`src/rtl/fetch_pkg.sv`:
```
// Shared types for the instruction-fetch front end: address/instruction words and the queued entry.
package fetch_pkg;
  typedef logic [31:0] addr_t;
  typedef logic [31:0] instr_t;

  typedef struct packed {
    instr_t instr;
    addr_t  pc;
  } fetch_entry_t;

  localparam int unsigned INSTR_BYTES = 4;
endpackage

```
`src/rtl/fetch_if.sv`:
```
// Fetch bus bundle: imem request/response, branch redirect from execute, and the decode handshake.
interface fetch_if;
  import fetch_pkg::*;

  logic   imem_req;
  addr_t  imem_addr;
  logic   imem_gnt;
  logic   imem_rvalid;
  instr_t imem_rdata;
  logic   redirect;
  addr_t  redirect_target;
  logic   instr_valid;
  instr_t instr;
  addr_t  instr_pc;
  logic   instr_ready;

  modport master (
    output imem_req, imem_addr, instr_valid, instr, instr_pc,
    input  imem_gnt, imem_rvalid, imem_rdata, redirect, redirect_target, instr_ready
  );

  modport slave (
    input  imem_req, imem_addr, instr_valid, instr, instr_pc,
    output imem_gnt, imem_rvalid, imem_rdata, redirect, redirect_target, instr_ready
  );
endinterface

```
`src/rtl/fetch_queue.sv`:
```
// Prefetch FIFO of fetch entries; head is read straight from storage flops, flush beats push/pop.
// Push and pop in one cycle are both honoured; the caller reserves space, so push is dropped only if truly full.
module fetch_queue
  import fetch_pkg::*;
#(
  parameter int DEPTH = 4
) (
  input  logic                       clk,
  input  logic                       reset,
  input  logic                       push,
  input  fetch_entry_t               push_dat,
  input  logic                       pop,
  input  logic                       flush,
  output logic                       head_vld,
  output fetch_entry_t               head_dat,
  output logic [$clog2(DEPTH+1)-1:0] count
);
  localparam int PW = $clog2(DEPTH);
  localparam int CW = $clog2(DEPTH + 1);
  localparam logic [CW-1:0] FULL_CNT = CW'(DEPTH);

  fetch_entry_t  mem_q [DEPTH];
  fetch_entry_t  mem_d [DEPTH];
  logic [PW-1:0] rd_ptr_q, rd_ptr_d;
  logic [PW-1:0] wr_ptr_q, wr_ptr_d;
  logic [CW-1:0] count_q, count_d;
  logic          do_push, do_pop;

  always_comb begin
    mem_d    = mem_q;
    rd_ptr_d = rd_ptr_q;
    wr_ptr_d = wr_ptr_q;
    count_d  = count_q;
    do_pop   = pop && (count_q != '0);
    do_push  = push && ((count_q != FULL_CNT) || do_pop);
    if (flush) begin
      rd_ptr_d = '0;
      wr_ptr_d = '0;
      count_d  = '0;
    end else begin
      if (do_push) begin
        mem_d[wr_ptr_q] = push_dat;
        wr_ptr_d        = wr_ptr_q + PW'(1);
      end
      if (do_pop) begin
        rd_ptr_d = rd_ptr_q + PW'(1);
      end
      count_d = count_q + CW'(do_push) - CW'(do_pop);
    end
  end

  always_ff @(posedge clk or posedge reset) begin
    if (reset) begin
      mem_q    <= '{default: '0};
      rd_ptr_q <= '0;
      wr_ptr_q <= '0;
      count_q  <= '0;
    end else begin
      mem_q    <= mem_d;
      rd_ptr_q <= rd_ptr_d;
      wr_ptr_q <= wr_ptr_d;
      count_q  <= count_d;
    end
  end

  assign head_vld = (count_q != '0);
  assign head_dat = mem_q[rd_ptr_q];
  assign count    = count_q;
endmodule

```
`src/rtl/fetch_unit.sv`:
```
// Fetch front end: owns the PC, keeps up to MAX_OUTSTANDING imem reads in flight, buffers words for decode.
// First instr_valid 2 cycles after the first request on zero-wait memory; FETCH_STATS_EN adds fetch/discard counters.
module fetch_unit
  import fetch_pkg::*;
#(
  parameter int    DEPTH           = 4,
  parameter int    MAX_OUTSTANDING = 2,
  parameter addr_t RESET_VECTOR    = 32'h0000_0000
) (
  input  logic        clk,
  input  logic        reset,
  fetch_if.master     bus
`ifdef FETCH_STATS_EN
  ,
  output logic [31:0] stat_fetched,
  output logic [15:0] stat_discarded
`endif
);
  localparam int    OW   = $clog2(MAX_OUTSTANDING + 1);
  localparam int    CW   = $clog2(DEPTH + 1);
  localparam addr_t STEP = addr_t'(INSTR_BYTES);

  addr_t        fetch_pc_q, fetch_pc_d;
  addr_t        resp_pc_q, resp_pc_d;
  logic [OW-1:0] outstanding_q, outstanding_d;
  logic [OW-1:0] discard_q, discard_d;
  logic [CW-1:0] occupancy;
  logic [31:0]  inflight;
  logic         req, accept, rsp, drop, push, pop, head_vld;
  addr_t        target;
  fetch_entry_t push_dat, head_dat;

  always_comb begin
    inflight = 32'(outstanding_q) + 32'(occupancy);
    // Queue slots are reserved at issue time so a returning word always has room.
    req      = !reset && !bus.redirect
               && (32'(outstanding_q) < 32'(MAX_OUTSTANDING))
               && (inflight < 32'(DEPTH));
    accept   = req && bus.imem_gnt;
    rsp      = bus.imem_rvalid;
    drop     = rsp && (bus.redirect || (discard_q != '0));
    push     = rsp && !drop;
    pop      = head_vld && bus.instr_ready && !bus.redirect;
    target   = bus.redirect_target & 32'hFFFF_FFFC;
    push_dat = '{instr: bus.imem_rdata, pc: resp_pc_q};
  end

  always_comb begin
    outstanding_d = outstanding_q + OW'(accept) - OW'(rsp);
    fetch_pc_d    = fetch_pc_q;
    resp_pc_d     = resp_pc_q;
    discard_d     = discard_q;
    if (bus.redirect) begin
      fetch_pc_d = target;
      resp_pc_d  = target;
      // Everything still in flight after this cycle belongs to the old stream.
      discard_d  = outstanding_d;
    end else begin
      if (accept) fetch_pc_d = fetch_pc_q + STEP;
      if (push) resp_pc_d = resp_pc_q + STEP;
      if (rsp && (discard_q != '0)) discard_d = discard_q - OW'(1);
    end
  end

  always_ff @(posedge clk or posedge reset) begin
    if (reset) begin
      fetch_pc_q    <= RESET_VECTOR;
      resp_pc_q     <= RESET_VECTOR;
      outstanding_q <= '0;
      discard_q     <= '0;
    end else begin
      fetch_pc_q    <= fetch_pc_d;
      resp_pc_q     <= resp_pc_d;
      outstanding_q <= outstanding_d;
      discard_q     <= discard_d;
    end
  end

  fetch_queue #(.DEPTH(DEPTH)) u_queue (
    .clk      (clk),
    .reset    (reset),
    .push     (push),
    .push_dat (push_dat),
    .pop      (pop),
    .flush    (bus.redirect),
    .head_vld (head_vld),
    .head_dat (head_dat),
    .count    (occupancy)
  );

  assign bus.imem_req    = req;
  assign bus.imem_addr   = fetch_pc_q;
  assign bus.instr_valid = head_vld;
  assign bus.instr       = head_dat.instr;
  assign bus.instr_pc    = head_dat.pc;

`ifdef FETCH_STATS_EN
  logic [31:0] stat_fetched_q, stat_fetched_d;
  logic [15:0] stat_discarded_q, stat_discarded_d;

  always_comb begin
    stat_fetched_d   = stat_fetched_q;
    stat_discarded_d = stat_discarded_q;
    if (pop && (stat_fetched_q != '1)) stat_fetched_d = stat_fetched_q + 32'd1;
    if (drop && (stat_discarded_q != '1)) stat_discarded_d = stat_discarded_q + 16'd1;
  end

  always_ff @(posedge clk or posedge reset) begin
    if (reset) begin
      stat_fetched_q   <= '0;
      stat_discarded_q <= '0;
    end else begin
      stat_fetched_q   <= stat_fetched_d;
      stat_discarded_q <= stat_discarded_d;
    end
  end

  assign stat_fetched   = stat_fetched_q;
  assign stat_discarded = stat_discarded_q;
`endif
endmodule

```
`src/flat_wrapper.sv`:
```
// flat-port wrapper written by rule: the top's interface ports become plain ports
module fetch_unit_flat import fetch_pkg::*;
#(
  parameter int    DEPTH           = 4,
  parameter int    MAX_OUTSTANDING = 2,
  parameter addr_t RESET_VECTOR    = 32'h0000_0000
)
  (clk, reset, bus_imem_req, bus_imem_addr, bus_instr_valid, bus_instr, bus_instr_pc, bus_imem_gnt, bus_imem_rvalid, bus_imem_rdata, bus_redirect, bus_redirect_target, bus_instr_ready);
  fetch_if bus_i ();
  input  logic clk;
  input  logic reset;
  output wire logic [$bits(bus_i.imem_req)-1:0] bus_imem_req;
  output wire logic [$bits(bus_i.imem_addr)-1:0] bus_imem_addr;
  output wire logic [$bits(bus_i.instr_valid)-1:0] bus_instr_valid;
  output wire logic [$bits(bus_i.instr)-1:0] bus_instr;
  output wire logic [$bits(bus_i.instr_pc)-1:0] bus_instr_pc;
  input wire logic [$bits(bus_i.imem_gnt)-1:0] bus_imem_gnt;
  input wire logic [$bits(bus_i.imem_rvalid)-1:0] bus_imem_rvalid;
  input wire logic [$bits(bus_i.imem_rdata)-1:0] bus_imem_rdata;
  input wire logic [$bits(bus_i.redirect)-1:0] bus_redirect;
  input wire logic [$bits(bus_i.redirect_target)-1:0] bus_redirect_target;
  input wire logic [$bits(bus_i.instr_ready)-1:0] bus_instr_ready;
  assign bus_imem_req = bus_i.imem_req;
  assign bus_imem_addr = bus_i.imem_addr;
  assign bus_instr_valid = bus_i.instr_valid;
  assign bus_instr = bus_i.instr;
  assign bus_instr_pc = bus_i.instr_pc;
  assign bus_i.imem_gnt = bus_imem_gnt;
  assign bus_i.imem_rvalid = bus_imem_rvalid;
  assign bus_i.imem_rdata = bus_imem_rdata;
  assign bus_i.redirect = bus_redirect;
  assign bus_i.redirect_target = bus_redirect_target;
  assign bus_i.instr_ready = bus_instr_ready;
  fetch_unit #(.DEPTH(DEPTH), .MAX_OUTSTANDING(MAX_OUTSTANDING), .RESET_VECTOR(RESET_VECTOR)) u_core (.clk(clk), .reset(reset), .bus(bus_i));
endmodule
```
`config.mk`:
```
export PLATFORM = sky130hd
export DESIGN_NAME = fetch_unit_flat
export DESIGN_NICKNAME = d
export VERILOG_FILES = /design/src/rtl/fetch_pkg.sv /design/src/rtl/fetch_if.sv /design/src/rtl/fetch_queue.sv /design/src/rtl/fetch_unit.sv /design/src/flat_wrapper.sv
export SDC_FILE = /design/constraint.sdc
export NUM_CORES = 1
export LEC_CHECK = 0
export BUFFER_PORTS_ARGS = -buffer_cell sky130_fd_sc_hd__buf_2
export CORE_MARGIN = 2
export CORE_UTILIZATION = 50
export DETAILED_ROUTE_END_ITERATION = 10
export PLACE_DENSITY = 0.75
export RECOVER_POWER = 100
export SYNTH_ARGS = -nofsm -noshare
export SYNTH_HDL_FRONTEND = slang
export SYNTH_SLANG_ARGS = --single-unit
```
`constraint.sdc`:
```
create_clock -name clk -period 12.1 [get_ports clk]
set_input_delay 3.63 -clock clk [delete_from_list [all_inputs] [get_ports clk]]
set_output_delay 3.63 -clock clk [all_outputs]
set_load 0.01 [all_outputs]
```
==> results list, run 1 <==
* Status: finished, violations left
- Violated checks: max-capacitance violations, max-slew violations
- For this block, the initial DRC count from the detailed router was 702.
* Kind of critical path: primary input to output pin
* Hold_buf cts: 0
* Critical register-to-register path endpoint: u_core.u_queue.mem_q[116]
* Clock-pin transition on the worst setup and hold timing paths: 0.05 ns
* TritonCTS clock tree: yes
- Rel. slew slack: -231%
- Worst setup EP type: output pin
- The number of gates resized after CTS was 0.
- Clock skew after layout: 0.0129 ns
* Core area: 29600 sq um
- The most used flip-flop cell after synthesis is dfrtp_1.
* Post-CTS setup buffer count: 0
* Via count of the first global-routing pass: 10200
- The later pin in the worst-skew pair is clocked with a latency of 0.50 ns.
- The wire-length estimate of the detail-placed layout is 21.8 mm.
- For this configuration, the core starts out at a cell density of 50.8%.
- CTS placed an instance of clkbuf_16 at the clock tree root.
- Number of placed I/O pins: 168
- The tightest min-delay check is of the register to register type.
- Synth top area cells: dfrtp_1 (53%), mux2_2 (19%), mux4_2 (9.3%), clkbuf_1 (1.5%), nand2_1 (1.5%)
- Fin Setup TNS: 0 ns
- Worst-case reg-to-reg path depth: 7
- Count of unresolved DRC violations after routing: 0
- In this run the deepest clock path goes through 3 buffers.
* Sequential area share after synthesis: 53.1%
- GRT overflow: 0
* Crit path launch type: primary input
- Area growth syn-to-layout: 13.3%
- Measured along the y axis, the die boundary spans 177 microns.
* Filler cells: 2465
- Number of buffers added on ports: 161
* Slew @ Worst Pin: 4.96 ns
* Vias per cell: 6.07
- Critical Path RT: 8.47 ns
- Setup violation total in the final timing report: 0
- Antenna-violating nets left: 0
- The count of final max-slew check failures was 555.
- At the end of routability-driven placement, the weighted congestion stood at 0.860.
- For this run, the top clock speed supported by timing is 0.102 GHz.
- RSZ-0062 raised after global routing: no
- The floorplan has 63 rows.
- Cell type contributing the most total cell area after synthesis: dfrtp_1
- Cells after synthesis: 1122
- Total clock buffers created by CTS: 35
- Average wire per cell in the routed design: 20.7 microns
* Number of antenna violations at the first check in global routing: 2
- Number of max-cap violations: 8
- H-tree levels: 2
- Worst vdd ir: 91.4 uV
* Number of vias after detailed routing: 10100
* Post-detailed-routing wire length: 34.4 mm
- Before antenna repair, the detailed router went through 5 iterations.
* Critical path data arrival time: 6.20 ns
* X dimension of the die: 177 microns
- The worst path needs 9.83 ns of the cycle, external delays included.
- Largest net degree at the start of global routing: 201
- Clock tree synthesis found a total of 319 sinks.
- The die covers 31500 sq um.
- The post-route netlist has 35.2% of its cells at a drive strength greater than 1.
* Total Nets Final: 1335
- In this run the worst path has a maximum fanout of 56.
* Total power divided by cell area: 216 nW/um^2
* Synth Register Bits: 319
* Count of cell types in the netlist: 59
- Hold path depth: 1
- During synthesis, Yosys emitted a total of 0 warnings.
* Avg Cell Area, Syn: 13.4 sq um
- The path with the worst hold slack has its endpoint at u_core.u_queue.mem_q[30].
- Fraction of post-synthesis cell area in the top cell type by area: 53.1%
- Number of flops mapped to enable cells by yosys: 0
- The worst register-to-register path begins at u_core.discard_q[1].
* Share of flip-flops with an asynchronous set or reset after synthesis: 100%
* Global routing usage summed across all routing layers: 22.3%
- The analysis attributes to cell leakage a power of 7.51 nW.
* Setup slack of the most critical reg-to-reg path: 6.86 ns
- The first global-routing pass estimated 55.2 mm of wire.
- The final critical path takes up 81.2% of the cycle.
* Power after layout: 3.68 mW
- Final count of hold timing violations: 0
* Worst hold start: u_core.u_queue.mem_q[30]
- In this run the cell area of the synthesized design comes to 15000 sq um.
==> worst max-delay path, stage by stage <==
cell and delay, ns:
buf_2 0.07, clkbuf_1 1.72, clkinv_1 0.30, and3_1 0.31, clkbuf_1 0.14
==> final cells by class <==
| cell class | count | area, sq um | area share, % |
|---|---|---|---|
| inverter | 21 | 80.1 | 0.470 |
| timing repair buffer | 173 | 751 | 4.41 |
| tap | 390 | 488 | 2.86 |
| clock buffer | 47 | 991 | 5.81 |
| clock inverter | 9 | 101 | 0.595 |
| sequential | 319 | 7990 | 46.9 |
| multi-input combinational | 702 | 6640 | 39.0 |
| antenna | 1 | 2.50 | 0.0147 |
==> registers in the layout, summed over array words and instances (netlist names) <==
name and cells:
u_core.outstanding_q 2, u_core.discard_q 2, u_core.bus.imem_addr 30, u_core.u_queue.mem_q 248, u_core.u_queue.count 3, u_core.u_queue.wr_ptr_q 2, u_core.u_queue.rd_ptr_q 2, u_core.resp_pc_q 30
==> synth_stat cells (3+ instances only) <==
cell type / number
or2_2: 3
nand3b_1: 3
dfrtp_1: 319
buf_1: 7
mux4_2: 62
or3_1: 14
nor3_1: 9
nand2b_1: 4
and3_1: 9
inv_1: 20
nor4_1: 19
o21ai_0: 14
o211ai_1: 11
nor4b_1: 3
nand2_1: 61
buf_4: 4
nand4_1: 19
nand3_1: 34
a211oi_1: 4
o31ai_1: 10
nor2_1: 35
xor2_1: 7
a21oi_1: 12
clkbuf_1: 61
and4_1: 7
buf_2: 9
a31oi_1: 20
mux2_2: 251
o311ai_0: 10
ha_1: 12
xnor2_1: 12
or4_1: 21
and2_1: 4
==> per-stage QoR <==
| step | util (%) | instances | area (sq um) | setup WS [ns] | hold slack (ns) |
|---|---|---|---|---|---|
| 6_report | 57.5 | 1662 | 17000 | 2.27 | 0.499 |
| 5_1_grt | 57.5 | 1661 | 17000 | 1.88 | 0.510 |
| 4_1_cts | 58.1 | 1661 | 17200 | 3.73 | 0.500 |
| 3_5_place_dp | 54.4 | 1605 | 16100 | 3.74 | 0.488 |
| 3_3_place_gp | 54.4 | 1605 | 16100 | 3.75 | 0.482 |
| 2_1_floorplan | - | 1125 | 15100 | 3.96 | 0.474 |
==> kinds of logic (layout without fill, tap and decap cells) <==
kind of cell / count (synthesis) / count (layout) / synth area share, %
AOI/OAI and AO/OA: 96 / 96 / 4.39
xor gates and xnor gates: 19 / 19 / 1.11
adders and majority gates: 13 / 13 / 1.13
buffers and inverters: 104 / 250 / 2.83
DFF: 319 / 319 / 53.1
muxes: 315 / 315 / 28.2
other: 1 / 5 / 0.0249
and+or+nand+nor: 255 / 255 / 9.25
==> how the worst max path moves through the flow <==
| stage | slack, ns | start | depth (start not counted) | endpoint |
|---|---|---|---|---|
| after floorplan | 3.96 | bus_redirect | 4 | bus_imem_req |
| after global placement | 3.75 | reset | 4 | bus_imem_req |
| after detailed placement | 3.74 | reset | 4 | bus_imem_req |
| after CTS | 3.73 | reset | 4 | bus_imem_req |
| after global routing | 1.88 | bus_redirect | 5 | bus_imem_req |
| final | 2.27 | bus_redirect | 5 | bus_imem_req |
==> report_power, final <==
| group | leakage (nW) | total, mW | internal, mW | switching, mW |
|---|---|---|---|---|
| Sequential | 4.10 | 1.59 | 1.39 | 0.207 |
| Combinational | 2.87 | 1.06 | 0.589 | 0.471 |
| Clock | 0.540 | 1.02 | 0.613 | 0.410 |
==> cell usage in the layout (no fill, tap or decap), drive strengths merged, types with 4 or more instances in the layout <==
cell type / netlist / final
nand3: 34 / 34
clkbuf: 62 / 148
inv: 20 / 19
and4: 7 / 7
xnor2: 12 / 12
o31ai: 10 / 10
nor4: 19 / 19
o311ai: 10 / 10
clkinv: 1 / 7
nand4: 20 / 20
ha: 12 / 12
a21oi: 12 / 12
dfrtp: 319 / 319
mux2: 251 / 251
xor2: 7 / 7
a31oi: 20 / 20
nand2: 61 / 61
nand2b: 4 / 4
or3: 15 / 15
nor3: 10 / 10
conb: 1 / 4
o211ai: 11 / 11
buf: 21 / 72
and3: 9 / 9
o21ai: 14 / 14
a211oi: 4 / 4
and2: 4 / 4
mux4: 62 / 62
nor2: 35 / 35
or4: 22 / 22
==> per-layer routing <==
| layer | wire (microns) | up-vias | GRT usage [%] |
|---|---|---|---|
| met5 | 13 | - | 0 |
| met2 | 16900 | 307 | 36.7 |
| li1 | - | 4464 | - |
| met3 | 2090 | 57 | 4.01 |
| met4 | 750 | 2 | 6.25 |
| met1 | 14700 | 5253 | 30.4 |
Note: power is estimated with default switching activity, not from simulation.
==> run 2, diff against run 1 <==
Settings changed: PLACE_DENSITY 0.75 to 0.72.
Clock period 12.1 ns to 9.8 ns, I/O delays scaled along.
==> run 2 against run 1 <==
The flow still finishes with violations (max-capacitance violations, max-slew violations). Critical path depth decreased by 2. Routed wire length increased by 0.40%. First-iteration DRC count down 17%. Global-route usage up 0.23 points. Final area increased by 0.75%. Flip-flop and latch count did not move. Cell count grew 0.42%. Clock skew increased by 0.0097 ns. Critical endpoint is now bus_instr[12].
==> results list, run 2 (synthesis results as in run 1) <==
* Status: finished, violations left (unchanged)
- Violated checks: max-capacitance violations, max-slew violations (unchanged)
* RSZ-0062 raised after global routing: no (unchanged)
- The die area came to 31500 sq um (unchanged).
* Proportion of layout cells with a drive suffix above 1: 35.4% (was 35.2%)
- The first-pass detailed-route iteration total was 5 (unchanged).
- Total power divided by cell area: 270 nW/um^2 (was 216 nW/um^2)
* CTS Root Buffer Type: clkbuf_16 (unchanged)
- The peak supply drop came to 117 uV (was 91.4 uV).
- Final count of hold timing violations: 0 (unchanged)
- The signal arrival time at the worst endpoint was 4.87 ns (was 6.20 ns).
* Rel. slew slack: -195% (was -231%)
- Antenna-violating nets left: 0 (unchanged)
* Worst setup slack after placement: 2.63 ns (was 3.74 ns)
- Final worst-path cycle share: 79.6%
- The height of the die was 177 microns (unchanged).
- Worst path setup slack after routing: 1.99 ns (was 2.27 ns)
- Peak Freq: 0.128 GHz
- Weighted congestion reported at the end of routability-driven placement: 0.870 (was 0.860)
- The post-CTS setup buffer count was 0 (unchanged).
- The total number of placement rows is 63 (unchanged).
* Number of antenna violations at the first check in global routing: 1 (was 2)
* Critical Path RT: 6.86 ns (was 8.47 ns)
* Fin Setup TNS: 0 ns (unchanged)
- The standby leakage power came to 7.57 nW (was 7.51 nW).
* Hold_buf cts: 0 (unchanged)
- H-tree levels: 2 (unchanged)
- For the finished layout, the period the worst path requires is 7.81 ns.
- Bufs on Longest Clock Path: 3 (unchanged)
* GRT overflow: 0 (unchanged)
* Clock skew after layout: 0.0226 ns (was 0.0129 ns)
- Peak fanout along the critical path: 43 (was 56)
- DR iter-0 viols: 585 (was 702)
- The most common cell after layout, fill and taps aside is dfrtp_1 (unchanged).
* Count of unresolved DRC violations after routing: 0 (unchanged)
* Largest net degree at the start of global routing: 184 (was 201)
- Placed wire-length estimate: 22.2 mm (was 21.8 mm)
- The number of sinks driven by the clock tree was 319 (unchanged).
* Number of placed I/O pins: 168 (unchanged)
- Kind of critical path: register to output pin (was primary input to output pin)
* Post-CTS resize count: 0 (unchanged)
* TritonCTS clock tree: yes (unchanged)
* X dimension of the die: 177 microns (unchanged)
* Core area: 29600 sq um (unchanged)
- Vias per cell: 6.01 (was 6.07)
- Total clock buffers created by CTS: 36 (was 35)
- Global routing usage summed across all routing layers: 22.5% (was 22.3%)
- The max-capacitance violation count was 10 (was 8).
- Post-detailed-routing wire length: 34.5 mm (was 34.4 mm)
- Crit path launch type: register (was primary input)
* Slew Viols, Final: 489 (was 555)
* Later-pin clock latency in the skew report: 0.51 ns (was 0.50 ns)
- Number of vias after detailed routing: 10000 (was 10100)
- Via count of the first global-routing pass: 10300 (was 10200)
* Commonest non-fill, non-tap cells in the layout: dfrtp_1 (318), mux2_2 (250), clkbuf_1 (106), buf_2 (69), mux4_2 (62) (was dfrtp_1 (318), mux2_2 (251), clkbuf_1 (105), buf_2 (68), mux4_2 (62))
* Setup violation total in the final timing report: 0 (unchanged)
- The slew at the pin with the worst max-slew slack is 4.42 ns (was 4.96 ns).
* Hold Path Class: register to register (unchanged)
- The relative area change from synthesis to final layout is 14.1% (was 13.3%).
- Worst setup EP type: output pin (unchanged)
- Total Nets Final: 1336 (was 1335)
- The flip-flop count of the largest register after layout came to 248 (unchanged).
- Effective utilization at floorplan: 50.8% (unchanged)
- Most flops, register: u_core.u_queue.mem_q (unchanged)
- Average wire per cell in the routed design: 20.7 microns (about the same)
* Number of buffers added on ports: 161 (unchanged)
- Clock-pin transition on the worst setup and hold timing paths: 0.06 ns (was 0.05 ns)
* Global-route wire length before repair: 55.9 mm (was 55.2 mm)
[run 2: final cells by class]
class | instances | area, sq um
Inverter | 21 | 80.1
Clock inverter | 10 | 128
Timing Repair Buffer | 173 | 767
Tap cell | 390 | 488
Clock buffer | 53 | 1080
Fill cell | 2432 | 12500
Antenna cell | 1 | 2.50
Sequential cell | 319 | 7990
Multi-Input combinational cell | 702 | 6640
[run 2: critical path: stages (launching register included)]
cell      delay, ns
dfrtp_1        1.20
clkbuf_1       2.24
mux4_2         0.74
clkbuf_1       0.16
[run 2: through the flow]
step	cell area, sq um	hold WS, ns	util, %	power [mW]	instances
2_1_floorplan	15100	0.474	-	2.88	1125
3_3_place_gp	16100	0.481	54.4	3.27	1605
3_5_place_dp	16100	0.488	54.4	3.34	1605
4_1_cts	17300	0.500	58.5	4.71	1668
5_1_grt	17200	0.502	57.9	4.89	1668
6_report	17200	0.497	57.9	4.64	1669
[run 2: power breakdown]
| part | internal, mW | switching, mW |
|---|---|---|
| Sequential | 1.71 | 0.260 |
| Clock | 0.837 | 0.522 |
| Combinational | 0.723 | 0.582 |
| Total | 3.27 | 1.36 |
[run 2: final timing paths]
check                                            from                          to  slack, ns  cells past startpoint
max reg2reg                   u_core.u_queue.count[1]         u_core.discard_q[1]       5.10                     10
min reg2reg                 u_core.u_queue.mem_q[180]   u_core.u_queue.mem_q[180]       0.50                      1
min                         u_core.u_queue.mem_q[180]   u_core.u_queue.mem_q[180]       0.50                      1
max                        u_core.u_queue.rd_ptr_q[1]               bus_instr[12]       1.99                      3
max in group asynchronous                       reset  u_core.u_queue.rd_ptr_q[0]       2.45                      3
min in group asynchronous                       reset   u_core.u_queue.mem_q[164]       3.56                      3
[run 2: metal layers]
| metal | part of all wire (%) | GRT usage, % | vias to the layer above |
|---|---|---|---|
| met5 | 0 | 0 | - |
| met4 | 1.7 | 5.29 | 0 |
| met3 | 6.1 | 4.09 | 54 |
| met2 | 49 | 37.3 | 292 |
| met1 | 43 | 31.0 | 5211 |
| li1 | - | - | 4474 |
